## src/rtl/mem_access_pkg.sv

```systemverilog
// Shared types and constants for the memory-access stage: access sizes,
// privilege encoding, FSM states and trap cause codes.
package mem_access_pkg;

  typedef enum logic [1:0] {
    PRIV_U = 2'd0,
    PRIV_S = 2'd1,
    PRIV_H = 2'd2,
    PRIV_M = 2'd3
  } priv_mode_t;

  typedef enum logic [1:0] {
    SIZE_BYTE = 2'd0,
    SIZE_HALF = 2'd1,
    SIZE_WORD = 2'd2,
    SIZE_RSVD = 2'd3
  } mem_size_t;

  typedef enum logic [1:0] {
    ST_IDLE = 2'd0,
    ST_REQ  = 2'd1,
    ST_RESP = 2'd2
  } mem_state_t;

  localparam logic [3:0] CAUSE_LOAD_MISALIGNED  = 4'd4;
  localparam logic [3:0] CAUSE_LOAD_FAULT       = 4'd5;
  localparam logic [3:0] CAUSE_STORE_MISALIGNED = 4'd6;
  localparam logic [3:0] CAUSE_STORE_FAULT      = 4'd7;

  // The reserved size encoding behaves like a word everywhere.
  function automatic logic is_misaligned(input mem_size_t size, input logic [1:0] offset);
    case (size)
      SIZE_BYTE: is_misaligned = 1'b0;
      SIZE_HALF: is_misaligned = offset[0];
      default:   is_misaligned = (offset != 2'b00);
    endcase
  endfunction

endpackage

```

## src/rtl/mem_access_align.sv

```systemverilog
// Combinational lane logic: byte enables and store-data replication for the
// outgoing request, and shift/swap/extend of returning load data.
module mem_align
  import mem_access_pkg::*;
(
  input  logic [1:0]  st_offset,
  input  mem_size_t   st_size,
  input  logic        st_big,
  input  logic [31:0] st_data,
  output logic [3:0]  be,
  output logic [31:0] lane_data,
  input  logic [1:0]  ld_offset,
  input  mem_size_t   ld_size,
  input  logic        ld_big,
  input  logic        ld_unsigned,
  input  logic [31:0] rdata,
  output logic [31:0] load_data
);

  logic [15:0] st_half;
  logic [31:0] shifted;
  logic [15:0] ld_half;

  always_comb begin
    be        = 4'b1111;
    lane_data = st_data;
    st_half   = st_big ? {st_data[7:0], st_data[15:8]} : st_data[15:0];
    case (st_size)
      SIZE_BYTE: begin
        be        = 4'b0001 << st_offset;
        lane_data = {4{st_data[7:0]}};
      end
      SIZE_HALF: begin
        be        = 4'b0011 << st_offset;
        lane_data = {2{st_half}};
      end
      default: begin
        be        = 4'b1111;
        lane_data = st_big ? {st_data[7:0], st_data[15:8], st_data[23:16], st_data[31:24]}
                           : st_data;
      end
    endcase
  end

  // Bring the addressed element down to bit 0, then swap and extend.
  always_comb begin
    shifted   = rdata >> {ld_offset, 3'b000};
    ld_half   = ld_big ? {shifted[7:0], shifted[15:8]} : shifted[15:0];
    load_data = shifted;
    case (ld_size)
      SIZE_BYTE: load_data = ld_unsigned ? {24'b0, shifted[7:0]}
                                         : {{24{shifted[7]}}, shifted[7:0]};
      SIZE_HALF: load_data = ld_unsigned ? {16'b0, ld_half}
                                         : {{16{ld_half[15]}}, ld_half};
      default:   load_data = ld_big ? {shifted[7:0], shifted[15:8], shifted[23:16], shifted[31:24]}
                                    : shifted;
    endcase
  end

endmodule

```

## src/rtl/mem_access.sv

```systemverilog
// Memory-access pipeline stage: issues one bus transaction per load/store,
// stalls upstream while it is outstanding and reports alignment/fault traps.
module mem_access
  import mem_access_pkg::*;
#(
  parameter int TIMEOUT_CYCLES = 255,
  parameter int TIMEOUT_W      = 8
) (
  input  logic        clk,
  input  logic        rst_n,
  input  logic        bubble_i,
  input  logic        squash_i,
  input  logic [31:0] pc_i,
  input  logic [1:0]  mem_priv_i,
  input  logic        endianness_i,
  input  logic [31:0] addr_i,
  input  logic [31:0] wdata_i,
  input  logic        mem_en_i,
  input  logic        mem_wr_i,
  input  logic [1:0]  mem_size_i,
  input  logic        mem_unsigned_i,
  output logic        bus_req_o,
  output logic        bus_we_o,
  output logic [31:0] bus_addr_o,
  output logic [3:0]  bus_be_o,
  output logic [31:0] bus_wdata_o,
  output logic [1:0]  bus_priv_o,
  input  logic        bus_ack_i,
  input  logic        bus_err_i,
  input  logic [31:0] bus_rdata_i,
  output logic        stall_o,
  output logic [31:0] load_data_o,
  output logic        load_valid_o,
  output logic        trap_o,
  output logic [3:0]  trap_cause_o,
  output logic [31:0] trap_pc_o,
  output logic [31:0] trap_val_o
);

  mem_state_t          state, state_next;
  logic [TIMEOUT_W-1:0] timer;
  mem_size_t           size_in, size_q;
  logic                access, misaligned, start, timed_out, leave_req, fault;
  logic [31:0]         pc_q, addr_q, load_data_q;
  logic                unsigned_q, big_q, fault_q, load_done_q;
  logic [3:0]          cause_q;
  logic [3:0]          align_be;
  logic [31:0]         align_wdata, align_load;

  assign size_in    = mem_size_t'(mem_size_i);
  assign access     = mem_en_i & ~bubble_i & ~squash_i;
  assign misaligned = is_misaligned(size_in, addr_i[1:0]);
  assign start      = access & ~misaligned;
  assign timed_out  = (timer == TIMEOUT_W'(TIMEOUT_CYCLES - 1));
  assign leave_req  = bus_ack_i | bus_err_i | timed_out;
  // Error beats a simultaneous ack; a timeout only counts when no ack arrived.
  assign fault      = bus_err_i | ~bus_ack_i;
  assign load_data_o = load_data_q;

  mem_align u_align (
    .st_offset   (addr_i[1:0]),
    .st_size     (size_in),
    .st_big      (endianness_i),
    .st_data     (wdata_i),
    .be          (align_be),
    .lane_data   (align_wdata),
    .ld_offset   (addr_q[1:0]),
    .ld_size     (size_q),
    .ld_big      (big_q),
    .ld_unsigned (unsigned_q),
    .rdata       (bus_rdata_i),
    .load_data   (align_load)
  );

  always_ff @(posedge clk or negedge rst_n) begin
    if (!rst_n) state <= ST_IDLE;
    else        state <= state_next;
  end

  always_comb begin
    state_next   = state;
    stall_o      = 1'b0;
    load_valid_o = 1'b0;
    trap_o       = 1'b0;
    trap_cause_o = cause_q;
    trap_pc_o    = pc_q;
    trap_val_o   = addr_q;
    case (state)
      ST_IDLE: begin
        if (access && misaligned) begin
          trap_o       = 1'b1;
          trap_cause_o = mem_wr_i ? CAUSE_STORE_MISALIGNED : CAUSE_LOAD_MISALIGNED;
          trap_pc_o    = pc_i;
          trap_val_o   = addr_i;
        end else if (start) begin
          stall_o    = 1'b1;
          state_next = ST_REQ;
        end
      end
      ST_REQ: begin
        stall_o = 1'b1;
        if (leave_req) state_next = ST_RESP;
      end
      ST_RESP: begin
        load_valid_o = load_done_q & ~squash_i;
        trap_o       = fault_q & ~squash_i;
        state_next   = ST_IDLE;
      end
      default: state_next = ST_IDLE;
    endcase
  end

  // Request latches, timeout counter and response capture.
  always_ff @(posedge clk or negedge rst_n) begin
    if (!rst_n) begin
      bus_req_o   <= 1'b0;
      bus_we_o    <= 1'b0;
      bus_addr_o  <= '0;
      bus_be_o    <= '0;
      bus_wdata_o <= '0;
      bus_priv_o  <= '0;
      timer       <= '0;
      pc_q        <= '0;
      addr_q      <= '0;
      size_q      <= SIZE_BYTE;
      unsigned_q  <= 1'b0;
      big_q       <= 1'b0;
      fault_q     <= 1'b0;
      load_done_q <= 1'b0;
      cause_q     <= '0;
      load_data_q <= '0;
    end else begin
      case (state)
        ST_IDLE: begin
          if (start) begin
            bus_req_o   <= 1'b1;
            bus_we_o    <= mem_wr_i;
            bus_addr_o  <= {addr_i[31:2], 2'b00};
            bus_be_o    <= align_be;
            bus_wdata_o <= align_wdata;
            bus_priv_o  <= mem_priv_i;
            timer       <= '0;
            pc_q        <= pc_i;
            addr_q      <= addr_i;
            size_q      <= size_in;
            unsigned_q  <= mem_unsigned_i;
            big_q       <= endianness_i;
          end
        end
        ST_REQ: begin
          if (leave_req) begin
            bus_req_o   <= 1'b0;
            timer       <= '0;
            fault_q     <= fault;
            load_done_q <= ~fault & ~bus_we_o;
            if (fault) cause_q <= bus_we_o ? CAUSE_STORE_FAULT : CAUSE_LOAD_FAULT;
            else if (!bus_we_o) load_data_q <= align_load;
          end else begin
            timer <= timer + TIMEOUT_W'(1);
          end
        end
        ST_RESP: begin
          fault_q     <= 1'b0;
          load_done_q <= 1'b0;
        end
        default: ;
      endcase
    end
  end

endmodule

```

## config.mk

```make
export PLATFORM = sky130hd
export DESIGN_NAME = mem_access
export DESIGN_NICKNAME = d
export VERILOG_FILES = /design/src/rtl/mem_access_pkg.sv /design/src/rtl/mem_access_align.sv /design/src/rtl/mem_access.sv
export SDC_FILE = /design/constraint.sdc
export NUM_CORES = 1
export LEC_CHECK = 0
export ABC_CLOCK_PERIOD_IN_PS = 2700
export CELL_PAD_IN_SITES_DETAIL_PLACEMENT = 0
export CELL_PAD_IN_SITES_GLOBAL_PLACEMENT = 2
export CORE_AREA = 2 2 232 166
export CTS_CLUSTER_SIZE = 40
export DETAILED_ROUTE_END_ITERATION = 10
export DIE_AREA = 0 0 234 168
export PLACE_DENSITY = 0.8
export SLEW_MARGIN = 5
export SYNTH_ARGS = -nofsm -noshare
export SYNTH_HDL_FRONTEND = slang
export SYNTH_SLANG_ARGS = --single-unit
```

## constraint.sdc

```tcl
create_clock -name clk -period 2.7 [get_ports clk]
set_clock_uncertainty 0.2 [all_clocks]
set_input_delay 0.54 -clock clk [delete_from_list [all_inputs] [get_ports clk]]
set_output_delay 0.54 -clock clk [all_outputs]
set_load 0.05 [all_outputs]
```

==> impl_metrics.tcl, run 1 <==
set metrics [dict create \
    status "finished with violations" \
    violations "negative setup slack" \
    tns_ns -16.71 \
    fmax_mhz 332 \
    period_minus_slack_ns 3.01 \
    synth_top_area_frac 0.420 \
    cts_tree "done" \
    final_area_um2 14200 \
    postRouteAntennaNets 0 \
    drv_cap 0 \
    ys_ff_latch 154 \
    hold_viol_final 0 \
    nets 1377 \
    drt_wl_total_um 34400 \
    drv_slew 0 \
    grt_setup_unrepaired "true" \
    fin_total_pwr_mw 12.5 \
    ios 317 \
    die_area_um2 39300 \
    finalSetupViolCount 69 \
    die_h_um 168 \
    routedWlPerCell_um 19.7 \
    antenna_found_initial 4 \
    crit_fanout 11 \
    drtIter0Drc 610 \
    design.core.area_um2 37500 \
    cp.arrival_ns 2.27 \
    start_kind "register" \
    row_count 60 \
    peakVddDrop_mv 0.408 \
    yosysTopAreaCell "dfrtp_1" \
    synthFlopType "dfrtp_1" \
    synth-edff-count 0 \
    cp.required_ns 1.96 \
    clk_latency_ns 0.44 \
    synth.most_common_cell "dfrtp_1" \
    fin_ws_ns -0.315 \
    cp-end-kind "output pin" \
    syn_area_per_cell_um2 10.3 \
    clockRootBuffer "clkbuf_16" \
    ys_seq_area_frac 0.420 \
    cts_buffer_depth 2 \
    start_util 0.245 \
    synth_commonest_cells "154 x dfrtp_1, 148 x mux2_2, 91 x nand2_1, 71 x nor2_1, 48 x o21ai_0" \
    grt_pass1_wl_um 51300 \
    gp_congestion 0.951 \
    cts.reportedPaths.clkPinSlew_ns 0.07 \
    yosys_warnings 0 \
    synth_cell_types 70 \
    htreeDepth 4 \
    grt_max_degree 54 \
    portBuffers 313 \
    tightest_slew_ns 0.626 \
    synthTopCellsByArea "dfrtp_1 42%, mux2_2 18%, nand2_1 3.7%, buf_4 3.5%, nor2_1 2.9%" \
    place_area_um2 13100 \
    p_per_area_nw_per_um2 880 \
    drive_gt1_frac 0.318 \
    die_x_um 234 \
    fillers 3730 \
    whs_ns 0.281 \
    cts_buffers 17 \
    p_leak_nw 5.98 \
    gr-total-overflow 0 \
    drc 0 \
    cts_sinks 154 \
    hpwl_um 26300 \
    worstSetupPathType "reg -> out" \
    async_reset_ff_frac 1.00 \
    grt_usage 0.172 \
    grt_pass1_vias 8334 \
    vias_per_cell 4.84 \
    fin_crit_sh 1.12 \
    hold_path_class "reg -> reg" \
    first_pass_iters 5 \
    slew_headroom 0.572 \
    area_delta_synth_final_pct 54.8 \
    vias 8448 \
    syn_area_um2 9170 \
    postSynthCellCount 893 \
]
-- cell usage in the layout, fill, tap and decap left out, types with 5 or more instances in the layout --
master           netlist  routed
a2111oi_0              5       5
a211oi_1               7       7
a21oi_1               25      25
a222oi_1               5       5
a22o_1                 8       8
a22oi_1                8       8
a311oi_1               7       7
a32oi_1                5       5
and2_1                10       9
buf_12                 0      15
buf_4                 43      83
buf_6                  2      57
buf_8                  0       8
clkbuf_16              0      18
clkdlybuf4s50_1        0     239
dfrtp_1              154     154
inv_1                 14      13
mux2_2               148     126
mux2_4                10      42
mux2i_1               11      11
nand2_1               91      91
nand2b_1               7       6
nand3_1               15      15
nor2_1                71      71
nor2b_1                8       8
nor3_1                15      15
o21ai_0               48      47
o22a_1                 7       7
o22ai_1               22      22
o2bb2ai_1              5       5
o31ai_1               12      12
o41ai_2                7       7
-- what timing repair did --
action | CTS | global route
pin swaps | 2 | 1
resized for setup | 81 | 36
hold buffers | 1 | 0
setup buffers | 1 | 1
endpoints found under the setup margin | 69 | 69
gates cloned | 1 | 1
endpoints found under the hold margin | 38 | 0
-- critical path, cell delays in order, from the launching register on --
cell       delay, ns
dfrtp_1         0.39
nor3_2          0.19
buf_4           0.16
nand2b_4        0.06
a21oi_4         0.14
buf_12          0.18
clkbuf_16       0.19
mux2_2          0.35
buf_6           0.16
-- cells by family after synthesis --
logic type	Yosys count	synth area share
muxes	180	0.225
xor gates and xnor gates	4	0.00382
AOI/OAI and AO/OA	199	0.156
buffers and inverters	107	0.0663
adders and majority gates	2	0.00273
and+or+nand+nor	246	0.125
DFF	154	0.420
other	1	0.000409
-- cell type report --
cell class	count	area, um^2	area share
sequential	154	3850	0.272
timing repair buffer	409	4190	0.296
inverter	17	66.3	0.00467
antenna	4	10.0	0.000706
clock buffer	19	453	0.0319
multi-input combinational	634	4860	0.342
clock inverter	13	133	0.00935
tap	496	621	0.0437
-- routing by layer --
layer	vias up	global-route usage	part of all wire	wire, um
met5	-	0	0	0
met4	0	0.0570	0.021	725
met3	37	0.0486	0.072	2470
met2	326	0.261	0.46	15700
met1	4169	0.236	0.45	15500
li1	3916	-	-	-
-- per-stage QoR --
stage,setup WS (ns),utilization,std cells
4_1_cts,-0.374,0.374,1740
6_report,-0.315,0.379,1746
5_1_grt,-0.452,0.379,1746
2_1_floorplan,-0.266,-,895
3_3_place_gp,-0.504,0.350,1705
3_5_place_dp,-0.521,0.350,1705
-- report_power, final --
group	switching [mW]	internal, mW	leakage [nW]
registers	0.430	2.90	1.89
logic	4.13	2.60	3.82
clock network	1.08	1.34	0.275
-- final timing paths --
check / start / endpoint / slack [ns] / cells after the start
max: state[0] / trap_val_o[27] / -0.31 / 8
min: bus_wdata_o[9] / bus_wdata_o[9] / 0.28 / 2
max reg2reg: addr_q[1] / load_data_o[2] / 0.21 / 6
min reg2reg: bus_wdata_o[9] / bus_wdata_o[9] / 0.28 / 2
max in group asynchronous: rst_n / pc_q[15] / 1.16 / 3
min in group asynchronous: rst_n / load_data_o[21] / 0.39 / 2
-- flip-flops by register name, summed over array words and instances, names as in the netlist --
signal and flops:
unsigned_q 1, bus_we_o 1, pc_q 32, size_q 2, bus_wdata_o 32, bus_priv_o 2, timer 8, load_data_o 32
big_q 1, state 2, load_done_q 1, addr_q 32, bus_be_o 4, cause_q 2, bus_req_o 1, fault_q 1
Note: power is estimated with default switching activity, not from simulation.
==> run 2, diff against run 1 <==
- HOLD_SLACK_MARGIN: not set -> 0.02
==> results of run 2 <==
Final layout, timing and power as in run 1 (identical DEF).
